<file path="src/rtl/chess_timer_pkg.sv">
// +--------------------------------------------------------------------------+
// | chess_timer_pkg : shared types, widths and countedTime layout            |
// | Rev 1.0                                                                  |
// +--------------------------------------------------------------------------+
`default_nettype none

package chess_timer_pkg;

    localparam int MIN_W = 6;
    localparam int SEC_W = 6;
    localparam logic [SEC_W-1:0] SEC_MAX = SEC_W'(59);

    // countedTime = {A_min, A_sec, B_min, B_sec}; the display path slices with these
    localparam int A_MIN_LSB = 18;
    localparam int A_SEC_LSB = 12;
    localparam int B_MIN_LSB = 6;
    localparam int B_SEC_LSB = 0;

    typedef enum logic [2:0] {
        ST_IDLE     = 3'd0,
        ST_SET      = 3'd1,
        ST_READY    = 3'd2,
        ST_RUN_A    = 3'd3,
        ST_RUN_B    = 3'd4,
        ST_PAUSED_A = 3'd5,
        ST_PAUSED_B = 3'd6,
        ST_FLAG     = 3'd7
    } state_t;

    typedef struct packed {
        logic [MIN_W-1:0] mins;
        logic [SEC_W-1:0] secs;
    } clock_t;

    function automatic clock_t clock_dec(input clock_t c);
        clock_t r;
        r = c;
        if (c.secs == '0) begin
            r.secs = SEC_MAX;
            r.mins = c.mins - MIN_W'(1);
        end else begin
            r.secs = c.secs - SEC_W'(1);
        end
        return r;
    endfunction

endpackage

`default_nettype wire

</file>
<file path="src/rtl/chess_countdown_second_tick.sv">
// +--------------------------------------------------------------------------+
// | second_tick : clearable, enableable prescaler emitting a one-cycle tick  |
// | Rev 1.0                                                                  |
// +--------------------------------------------------------------------------+
`default_nettype none

module second_tick #(
    parameter int TICK_DIV = 100000000
) (
    input  logic clk,
    input  logic rst,
    input  logic clr_i,
    input  logic en_i,
    output logic tick_o
);

    localparam int CNT_W = (TICK_DIV > 1) ? $clog2(TICK_DIV) : 1;
    localparam logic [CNT_W-1:0] CNT_LAST = CNT_W'(TICK_DIV - 1);

    logic [CNT_W-1:0] cnt_q;

    always_ff @(posedge clk) begin
        if (rst || clr_i) begin
            cnt_q <= '0;
        end else if (en_i) begin
            cnt_q <= (cnt_q == CNT_LAST) ? '0 : cnt_q + CNT_W'(1);
        end
    end

    // Gated by enable so a count held during pause cannot fire a tick
    assign tick_o = en_i && (cnt_q == CNT_LAST);

endmodule

`default_nettype wire

</file>
<file path="src/rtl/chess_countdown.sv">
// +--------------------------------------------------------------------------+
// | chess_countdown : two-player countdown FSM and time registers            |
// | Rev 1.0                                                                  |
// +--------------------------------------------------------------------------+
`default_nettype none

module chess_countdown
    import chess_timer_pkg::*;
#(
    parameter int TICK_DIV = 100000000,
    parameter int MAX_MIN  = 59
) (
    input  logic        clk,
    input  logic        rst,
    input  logic        setTime,
    input  logic [5:0]  timeIn,
    input  logic        btnA,
    input  logic        btnB,
    input  logic        pause,
    output logic [23:0] countedTime,
    output logic        activeA,
    output logic        activeB,
    output logic        flagA,
    output logic        flagB,
    output logic        paused
);

    localparam logic [MIN_W-1:0] MAX_MIN_V = MIN_W'(MAX_MIN);

    state_t state_q, state_d;
    clock_t a_q, a_d, b_q, b_d;
    clock_t a_dec, b_dec, load_v;
    logic   flag_a_d, flag_b_d;
    logic   btn_a_q, btn_b_q, pause_q;
    logic   rise_a, rise_b, rise_p;
    logic   tick, prs_clr, prs_en;

    second_tick #(.TICK_DIV(TICK_DIV)) u_second_tick (
        .clk    (clk),
        .rst    (rst),
        .clr_i  (prs_clr),
        .en_i   (prs_en),
        .tick_o (tick)
    );

    assign rise_a = btnA  & ~btn_a_q;
    assign rise_b = btnB  & ~btn_b_q;
    assign rise_p = pause & ~pause_q;
    assign prs_en = (state_q == ST_RUN_A) || (state_q == ST_RUN_B);
    assign a_dec  = clock_dec(a_q);
    assign b_dec  = clock_dec(b_q);

    always_comb begin
        state_d     = state_q;
        a_d         = a_q;
        b_d         = b_q;
        flag_a_d    = flagA;
        flag_b_d    = flagB;
        prs_clr     = 1'b0;
        load_v.mins = (timeIn > MAX_MIN_V) ? MAX_MIN_V : timeIn;
        load_v.secs = '0;
        if (setTime) begin
            state_d  = ST_SET;
            a_d      = load_v;
            b_d      = load_v;
            flag_a_d = 1'b0;
            flag_b_d = 1'b0;
            prs_clr  = 1'b1;
        end else begin
            case (state_q)
                ST_SET:   state_d = (a_q.mins != '0) ? ST_READY : ST_IDLE;
                ST_READY: begin
                    if (rise_b) begin
                        state_d = ST_RUN_A;
                        prs_clr = 1'b1;
                    end else if (rise_a) begin
                        state_d = ST_RUN_B;
                        prs_clr = 1'b1;
                    end
                end
                // Flag fall takes priority; otherwise a turn switch beats pause
                ST_RUN_A: begin
                    if (tick) a_d = a_dec;
                    if (tick && a_dec == '0) begin
                        state_d  = ST_FLAG;
                        flag_a_d = 1'b1;
                    end else if (rise_a) begin
                        state_d = ST_RUN_B;
                        prs_clr = 1'b1;
                    end else if (rise_p) begin
                        state_d = ST_PAUSED_A;
                    end
                end
                ST_RUN_B: begin
                    if (tick) b_d = b_dec;
                    if (tick && b_dec == '0) begin
                        state_d  = ST_FLAG;
                        flag_b_d = 1'b1;
                    end else if (rise_b) begin
                        state_d = ST_RUN_A;
                        prs_clr = 1'b1;
                    end else if (rise_p) begin
                        state_d = ST_PAUSED_B;
                    end
                end
                ST_PAUSED_A: if (rise_p) state_d = ST_RUN_A;
                ST_PAUSED_B: if (rise_p) state_d = ST_RUN_B;
                default: ;
            endcase
        end
    end

    always_ff @(posedge clk) begin
        if (rst) begin
            state_q <= ST_IDLE;
            a_q     <= '0;
            b_q     <= '0;
            btn_a_q <= 1'b0;
            btn_b_q <= 1'b0;
            pause_q <= 1'b0;
            flagA   <= 1'b0;
            flagB   <= 1'b0;
            activeA <= 1'b0;
            activeB <= 1'b0;
            paused  <= 1'b0;
        end else begin
            state_q <= state_d;
            a_q     <= a_d;
            b_q     <= b_d;
            btn_a_q <= btnA;
            btn_b_q <= btnB;
            pause_q <= pause;
            flagA   <= flag_a_d;
            flagB   <= flag_b_d;
            activeA <= (state_d == ST_RUN_A) || (state_d == ST_PAUSED_A);
            activeB <= (state_d == ST_RUN_B) || (state_d == ST_PAUSED_B);
            paused  <= (state_d == ST_PAUSED_A) || (state_d == ST_PAUSED_B);
        end
    end

    assign countedTime = {a_q.mins, a_q.secs, b_q.mins, b_q.secs};

endmodule

`default_nettype wire

</file>
<file path="config.mk">
export PLATFORM = sky130hd
export DESIGN_NAME = chess_countdown
export DESIGN_NICKNAME = d
export VERILOG_FILES = /design/src/rtl/chess_timer_pkg.sv /design/src/rtl/chess_countdown_second_tick.sv /design/src/rtl/chess_countdown.sv
export SDC_FILE = /design/constraint.sdc
export NUM_CORES = 1
export LEC_CHECK = 0
export BUFFER_PORTS_ARGS = -buffer_cell sky130_fd_sc_hd__buf_2
export CAP_MARGIN = 20
export CORE_MARGIN = 4
export CORE_UTILIZATION = 45
export CTS_BUF_LIST = sky130_fd_sc_hd__clkbuf_4 sky130_fd_sc_hd__clkbuf_8 sky130_fd_sc_hd__clkbuf_16
export DETAILED_ROUTE_END_ITERATION = 8
export MAX_ROUTING_LAYER = met4
export PLACE_DENSITY = 0.63
export SYNTH_ARGS = -nofsm -noshare
export SYNTH_HDL_FRONTEND = slang
export SYNTH_SLANG_ARGS = --single-unit
</file>
<file path="constraint.sdc">
create_clock -name clk -period 2.4 [get_ports clk]
set_input_delay 0.72 -clock clk [delete_from_list [all_inputs] [get_ports clk]]
set_output_delay 0.72 -clock clk [all_outputs]
set_load 0.02 [all_outputs]
</file>
== Yosys cells after proc, flatten, opt, wreduce, memory -nomap -nowiden ==
Cells that the tools add are included.

* Memories kept: 0
* Output and inout bits: 29
* RAM bits: 0
* Word-level logic and storage cells: 92
* Bits in latches: 0
* ROM bits: 0
* Input bits: 12
* Register bits after elaboration: 62

* Reductions and logical operators: 23
* Add/subtract/negate cells: 5
* Magnitude comparators: 1
* Divide/modulo/power cells: 0
* Equality and inequality tests: 11
* Multiplexer cells: 32
* Multipliers: 0
* Bitwise operators: 6
* Shift-type cells: 0

{| class="wikitable"
|+ Operator list
! kind !! count
|-
| 12-bit two-way mux || 6
|-
| 3-bit two-way mux || 11
|-
| 6-bit two-way mux || 5
|-
| 27-bit by 1-bit adder with 27-bit output (second input constant) || 1
|-
| 27-bit equality test (second input constant) || 1
|-
| 27-bit two-way mux || 1
|-
| 12-bit zero test || 2
|-
| 6-bit by 1-bit subtractor with 6-bit output (second input constant) || 4
|-
| 3-bit equality test (second input constant) || 6
|-
| 3-bit case mux with 6 select lines || 1
|-
| 6-bit zero test || 2
|-
| 2-bit AND reduction || 6
|-
| 3-bit by 2-bit equality test with 1-bit output (second input constant) || 3
|-
| 6-bit > comparator (second input constant) || 1
|-
| 1-bit two-way mux || 6
|-
| 2-bit nonzero test || 3
|-
| 6-bit nonzero test || 1
|-
| 1-bit logical OR || 5
|-
| 1-bit AND || 3
|-
| 3-bit by 1-bit equality test with 1-bit output (second input constant) || 1
|-
| 1-bit logical AND || 3
|-
| 1-bit inverter || 3
|-
| 1-bit case mux with 3 select lines || 1
|-
| 2-bit two-way mux || 1
|-
| 2-bit OR reduction || 1
|}

== Logic depth before layout (Yosys ltp) ==
Gate-level depths: netlist (run 1).

* Depth in word-level cells: 9
* Mapped depth: 9

== Modules after synthesis ==
From an unflattened synthesis (run 1), not the netlist that was laid out.

* Cells, all modules: 406
* Area, all modules: 3388.2 um^2

{| class="wikitable"
|+ By module, submodules not included
! module !! cells each !! sequential area each (um^2) !! area an instance (um^2) !! times used
|-
| chess_countdown || 254 || 700.7 || 2089.5 || 1
|-
| second_tick || 152 || 540.5 || 1298.7 || 1
|}

== Least setup slack after synthesis (run 1) ==
OpenSTA, ideal clock, no wires.

* Path type: register to register
* From: register b_q, in the netlist countedTime[6]
* To: register u_second_tick.cnt_q[2]
* Clock period less this slack: 2.568 ns
* Library setup time: 0.073 ns
* Slack: -0.168 ns
* Arrival: 2.495 ns
* Stages on the path, launching flop included: 10
* Path through: dfxtp_1 > inv_1 > ha_1 > or4b_2 > nor4_1 > a211oi_2 > nor4_4 > nor2_1 > buf_4 > nor3_2

* Word-level cells in the longest chain between the ends: 8

{| class="wikitable"
|+ Ends and longest elaborated chain
! what !! RTL line !! RTL
|-
| start: declaration || chess_countdown.sv:31 || <nowiki>clock_t a_q, a_d, b_q, b_d;</nowiki>
|-
| start signal: assignment || chess_countdown.sv:117 || <nowiki>b_q <= '0;</nowiki>
|-
| start signal: assignment || chess_countdown.sv:129 || <nowiki>b_q <= b_d;</nowiki>
|-
| 6-bit by 1-bit subtractor with 6-bit output || chess_timer_pkg.sv:40 || <nowiki>r.mins = c.mins - MIN_W'(1);</nowiki>
|-
| 6-bit two-way mux (*) || chess_timer_pkg.sv:38 || <nowiki>if (c.secs == '0) begin</nowiki>
|-
| 12-bit zero test (*) || chess_countdown.sv:96 || <nowiki>if (tick && b_dec == '0) begin</nowiki>
|-
| 1-bit logical AND (*) || chess_countdown.sv:96 ||
|-
| 1-bit two-way mux (*) || chess_countdown.sv:96 ||
|-
| 1-bit case mux with 3 select lines (*) || chess_countdown.sv:70 || <nowiki>case (state_q)</nowiki>
|-
| 1-bit two-way mux (*) || chess_countdown.sv:62 || <nowiki>if (setTime) begin</nowiki>
|-
| 1-bit logical OR (*) || chess_countdown_second_tick.sv:23 || <nowiki>if (rst || clr_i) begin</nowiki>
|-
| end signal: assignment || chess_countdown_second_tick.sv:26 || <nowiki>cnt_q <= (cnt_q == CNT_LAST) ? '0 : cnt_q + CNT_W'(1);</nowiki>
|-
| end: declaration || chess_countdown_second_tick.sv:20 || <nowiki>logic [CNT_W-1:0] cnt_q;</nowiki>
|}

Mark *: on every way between the ends. The rest lies on a longest branch, timed or not.
A chain may end at the register's enable or synchronous reset.

== Final worst setup path (run 1) ==
* From: register b_q, in the netlist countedTime[6]
* To: register u_second_tick.cnt_q[26]

Same word-level chain as after synthesis.

==> results.py, run 1 <==
metrics = {
    "status": {
        "outcome": "completed",
    },
    "global_route": {
        "grt_antenna_before_repair": 0,
        "grt_usage_pct": 20.1,
        "grt_overflow_total": 0,
        "grt_max_degree": 25,
        "grt_pass1_wl_um": 15800,
        "grt_pass1_vias": 3356,
    },
    "flow_run": {
        "maxCapViolCount": 0,
    },
    "sta": {
        "drv_slew": 0,
        "period_share_pct": 99.3,
        "skew_ps": 13.6,
        "tns_ps": 0,
        "relSlewSlack_pct": 63.4,
        "rsz0062_at_grt": "true",
        "max_freq_ghz": 0.420,
        "setup_viol": 0,
        "hold_viol_final": 0,
        "tightestPinTransition_ps": 548,
        "fin_ws_ps": 16.6,
        "fin_crit_ps": 2380,
    },
    "die": {
        "dieArea_um2": 9900,
        "initial_core_util_pct": 46.1,
        "ios": 41,
        "fp.coreArea_um2": 8180,
        "die_w_um": 99.5,
        "rows": 33,
        "die_h_um": 99.5,
    },
    "placed_design": {
        "dp_hpwl_um": 7030,
        "dp_worst_setup_slack_ps": -48.7,
        "dp_cells": 623,
        "dpl-instance-area_um2": 4470,
        "gp_congestion": 0.908,
        "numPortBuffers": 40,
    },
    "synth": {
        "synth_top_area_cell": "dfxtp_1",
        "avgSynthCellArea_um2": 8.57,
        "synth_edf_count": 0,
        "synth-async-reset-ratio_pct": 0,
        "synth_flop_cell": "dfxtp_1",
        "ys_ff_latch": 62,
        "yosys-top-cells-area": "dfxtp_1, xnor2_1, nor3_2, nor2_1, nor3_1",
        "synth_top_cells_by_count": "dfxtp_1, nor2_1, nand2_1",
        "yosysSeqAreaShare_pct": 32.9,
        "synth.most_common_cell": "dfxtp_1",
        "synth_top_area_share_pct": 32.9,
        "syn_inst": 440,
        "synth_area_um2": 3770,
        "ys_warn_count": 0,
        "synth_cell_types": 65,
        "syn_nets": 461,
    },
    "clock_tree": {
        "clk_pin_slew_worst_paths_ps": 70,
        "h-tree-depth": 3,
        "cts_tree": "built",
        "cts_buffer_depth": 2,
        "cts.root.buffer_cell": "clkbuf_8",
        "cts_inserted_buffers": 9,
        "cts_sinks": 62,
        "clk-insertion-delay-late_ps": 340,
        "cts_hold_buf": 0,
    },
    "worst_setup_path": {
        "crit_arrival_ps": 2640,
        "crit_top_cell": "nor4_4",
        "cp_num_buf_inv": 2,
        "crit_type": "reg2reg",
        "cp-start-kind": "flop",
        "cpMaxStageDelayCell": "or4b_4",
        "cp-end-kind": "flop",
        "path_cells": "inv_2 -> ha_4 -> or4b_4 -> nor4_4 -> a211oi_4 -> nor4_4 -> o21ai_2 -> buf_12 -> nor3_4",
        "crit_family": "simple AND/OR/NAND/NOR gates",
        "max_stage_delay_ps": 520,
        "cp.required_ps": 2650,
        "crit_fanout": 8,
    },
    "detailed_routing": {
        "wl_per_cell_um": 15.6,
        "drtPass1Iterations": 4,
        "via_per_inst": 5.60,
        "route.detailed.drc": 0,
        "via_count": 3590,
        "antenna_left": 0,
        "totalWireLength_um": 10000,
        "drtIter0Drc": 131,
    },
    "cells_and_area": {
        "drive_gt1_share_pct": 34.5,
        "syn_to_final_growth_pct": 29.9,
        "final_nets": 552,
        "stdcell_count": 641,
        "final_area_um2": 4900,
        "n_antenna_cell": 0,
    },
    "power": {
        "max-vdd-ir-drop_v": 0.000215,
        "powerDensity_nw_per_um2": 446,
        "p_leak_nw": 1.85,
    },
    "worst_hold_path": {
        "hold_path_class": "reg2reg",
    },
}
## cells by family (layout without fill, tap and decap cells)
family                     after synthesis  after routing  synth area share [%]
buffers and inverters                   36            132                  3.98
xor gates and xnor gates                35             35                  8.13
DFF                                     62             62                  32.9
muxes                                    1              1                 0.266
and+or+nand+nor                        225            225                  38.1
AOI/OAI and AO/OA                       72             72                  13.6
adders and majority gates                9              9                  2.99
## power breakdown
group,leakage [nW],switching (mW),internal (mW)
Sequential,0.504,0.0244,1.05
Clock,0.0930,0.416,0.421
Combinational,1.25,0.157,0.116
## final cells by class
cell class              count  area [um^2]
fillers                   753         3280
inverters                  18         67.6
multi-input cells         342         2600
clock buffers              12          153
well taps                 105          131
flip-flops and latches     62         1240
repair buffers             98          678
clock inverters             4         22.5
## per-layer routing
layer	share of wire (%)	up-vias	GRT usage, %
li1	-	1796	-
met1	48	1714	26.7
met2	47	67	30.6
met3	3.8	13	3.86
met4	1.4	0	7.14
met5	0	-	-
## worst reg2reg max path: stages (launching register included)
cell	delay (ps)
dfxtp_2	350
inv_2	50
ha_4	160
or4b_4	520
nor4_4	330
a211oi_4	100
nor4_4	330
o21ai_2	160
buf_12	180
nor3_4	120
## what timing repair did
item	in CTS	in global routing
buffers inserted	0	1
pin swaps	2	27
setup endpoints to repair	1	34
gates resized for setup	2	44
gates cloned	0	1
hold endpoints to repair	0	0
## layout by cell type, fill, tap and decap left out, types with 4 or more instances in the layout
| cell | Yosys | routed |
|---|---|---|
| o21ai_0 | 7 | 6 |
| buf_2 | 3 | 40 |
| inv_2 | 0 | 4 |
| nand3b_1 | 5 | 5 |
| nor2_1 | 36 | 35 |
| xor2_1 | 11 | 10 |
| nor3_4 | 0 | 9 |
| nand2_1 | 33 | 33 |
| a21oi_1 | 19 | 19 |
| and3_1 | 9 | 9 |
| nor4_1 | 9 | 6 |
| buf_4 | 1 | 55 |
| inv_1 | 18 | 14 |
| clkbuf_8 | 0 | 10 |
| dfxtp_1 | 62 | 60 |
| and4_1 | 4 | 4 |
| a211oi_1 | 8 | 6 |
| nor4_4 | 2 | 4 |
| nor3_1 | 25 | 19 |
| nand4_1 | 10 | 10 |
| xnor2_1 | 24 | 24 |
| nand3_1 | 14 | 14 |
| ha_1 | 9 | 7 |
| nor2b_1 | 10 | 10 |
| o21a_1 | 8 | 8 |
| or4_1 | 6 | 4 |
| or3_1 | 8 | 8 |
| nand2b_1 | 4 | 4 |
| nor3_2 | 19 | 16 |
## stage by stage
stage	utilization (%)	hold slack (ps)	power [mW]
after floorplan	-	470	1.25
after global placement	54.7	445	1.34
after detailed placement	54.7	465	1.34
after CTS	56.9	482	2.17
after global routing	59.9	517	2.28
final	59.9	475	2.18
## sequential cells by signal, indices dropped and copies added, names as in the netlist
signal / cells
activeA: 1
activeB: 1
btn_a_q: 1
btn_b_q: 1
countedTime: 24
flagA: 1
flagB: 1
pause_q: 1
paused: 1
state_q: 3
u_second_tick.cnt_q: 27
## path summary, 6_finish.rpt
check,from,endpoint,slack [ps],depth (start not counted)
max,countedTime[6],u_second_tick.cnt_q[26],20,9
max reg2reg,countedTime[6],u_second_tick.cnt_q[26],20,9
min,flagA,flagA,480,2
min reg2reg,flagA,flagA,480,2
Power figures use the tool's default switching activity.
==> run 2: changes to the inputs <==
- CORE_ASPECT_RATIO: unset -> 1.1
==> results.py, run 2 (synthesized netlist as in run 1, its figures left out) <==
metrics = {
    "status": {
        "outcome": "completed",
    },
    "cells_and_area": {
        "nFillCells": 696,
        "regMostFlops": "u_second_tick.cnt_q",
        "drive_gt1_share_pct": 33.3,
        "fin_util_pct": 61.2,
        "largest_reg_flops": 27,
        "stdcell_count": 640,
        "syn_to_final_growth_pct": 30.5,
        "layout_common_cells": "dfxtp_1, buf_4, buf_2, nor2_1, nand2_1",
        "final_common_cell": "dfxtp_1",
        "n_antenna_cell": 0,
        "final_nets": 549,
    },
    "placed_design": {
        "numPortBuffers": 40,
        "dp_worst_setup_slack_ps": -38.3,
        "dp_cells": 623,
        "dp_hpwl_um": 6990,
        "gp_congestion": 0.953,
    },
    "detailed_routing": {
        "via_count": 3606,
        "totalWireLength_um": 9660,
        "via_per_inst": 5.63,
        "drtIter0Drc": 160,
        "drtPass1Iterations": 4,
        "wl_per_cell_um": 15.1,
        "route.detailed.drc": 0,
        "antenna_left": 0,
    },
    "global_route": {
        "grt_overflow_total": 0,
        "grt_pass1_vias": 3426,
        "grt_pass1_wl_um": 15700,
        "grt_max_degree": 28,
        "grt_usage_pct": 20.0,
        "grt_antenna_before_repair": 0,
    },
    "die": {
        "initial_core_util_pct": 46.9,
        "rows": 34,
        "dieArea_um2": 9900,
        "ios": 41,
        "die_h_um": 104,
        "die_w_um": 95.3,
        "fp.coreArea_um2": 8040,
    },
    "sta": {
        "fin_ws_ps": 42.1,
        "tightestPinTransition_ps": 437,
        "rsz0062_at_grt": "true",
        "relSlewSlack_pct": 70.6,
        "max_freq_ghz": 0.424,
        "period_share_pct": 98.2,
        "tns_ps": 0,
        "fin_crit_ps": 2360,
        "setup_viol": 0,
        "drv_slew": 0,
        "skew_ps": 11.2,
        "hold_viol_final": 0,
    },
    "worst_setup_path": {
        "cp.required_ps": 2670,
        "crit_type": "reg2reg",
        "rrSetupSlack_ps": 40,
        "reg2reg_from": "countedTime[6]",
        "rr_worst_depth": 9,
        "max_stage_delay_ps": 530,
        "cp-start-kind": "flop",
        "crit_fanout": 7,
        "worstReg2RegEnd": "u_second_tick.cnt_q[7]",
        "cp-end-kind": "flop",
        "crit_top_cell": "nor4_4",
        "cpMaxStageDelayCell": "or4b_4",
        "path_cells": "inv_2 -> ha_4 -> or4b_4 -> nor4_4 -> a211oi_4 -> nor4_4 -> o21ai_2 -> clkbuf_16 -> nor3_2",
        "crit_arrival_ps": 2630,
    },
    "clock_tree": {
        "h-tree-depth": 3,
        "cts_tree": "built",
        "cts_inserted_buffers": 9,
        "cts.root.buffer_cell": "clkbuf_8",
        "cts_buffer_depth": 2,
        "clk_pin_slew_worst_paths_ps": 70,
        "cts_hold_buf": 0,
        "cts_sinks": 62,
        "clk-insertion-delay-late_ps": 340,
    },
    "worst_hold_path": {
        "min_path_cells": 2,
        "hold_path_class": "reg2reg",
        "hp-start": "flagA",
        "holdPathEnd": "flagA",
    },
    "power": {
        "p_leak_nw": 1.85,
        "max-vdd-ir-drop_v": 0.000284,
        "powerDensity_nw_per_um2": 489,
    },
    "flow_run": {
        "maxCapViolCount": 0,
    },
}
[run 2: cell types whose count changed in the layout (fill, tap and decap cells not counted), moves of 2 or more]
| cell | change |
|---|---|
| clkinv_2 | -3 |
| bufinv_16 | +2 |
| inv_1 | +2 |
| inv_2 | -2 |
| buf_4 | -4 |
[run 2: through the flow]
stage | hold WS, ps | cell area [um^2] | power, mW
after floorplan | 470 | 3780 | 1.25
after global placement | 474 | 4460 | 1.34
after detailed placement | 488 | 4460 | 1.34
after CTS | 499 | 4690 | 2.40
after global routing | 530 | 4920 | 2.50
final | 497 | 4920 | 2.41
[run 2: worst max path at each step]
stage                         startpoint                      to  slack, ps
after floorplan           countedTime[0]                  paused          6
after global placement              btnA                  paused          1
after detailed placement            btnA                  paused        -40
after CTS                 countedTime[0]                  paused         30
after global routing      countedTime[1]  u_second_tick.cnt_q[7]        -80
final                     countedTime[6]  u_second_tick.cnt_q[7]         40
[run 2: cell type report]
cell class	instances	area [um^2]	share of cell area (%)
multi-input combinational	342	2580	52.4
timing repair buffer	95	668	13.6
clock inverter	3	67.6	1.37
inverter	18	67.6	1.37
tap	108	135	2.75
sequential	62	1240	25.3
clock buffer	12	159	3.23
[run 2: power by group]
group / switching (mW) / internal [mW]
Sequential: 0.0231 / 1.05
Clock: 0.410 / 0.648
Combinational: 0.157 / 0.118
[run 2: critical path: cells and delay by family, from the launching register on]
kind                     cells  cell delay (ps)
AO/OA/AOI/OAI                2              260
adder cells (fa/ha/maj)      1              150
buffers and inverters        2              250
flip-flops                   1              340
AND/OR/NAND/NOR              4             1280
[run 2: repair_timing]
action | CTS | global route
resized for setup | 0 | 40
pin swaps | 1 | 25
buffers inserted | 0 | 1
cloned | 0 | 1
setup endpoints to repair | 1 | 32
[run 2: routing by layer]
metal,GRT usage [%],vias up,wire length [um]
met1,24.4,1721,4310
met5,-,-,0
met2,32.9,74,4800
met3,3.47,16,416
met4,6.60,0,133
li1,-,1795,-
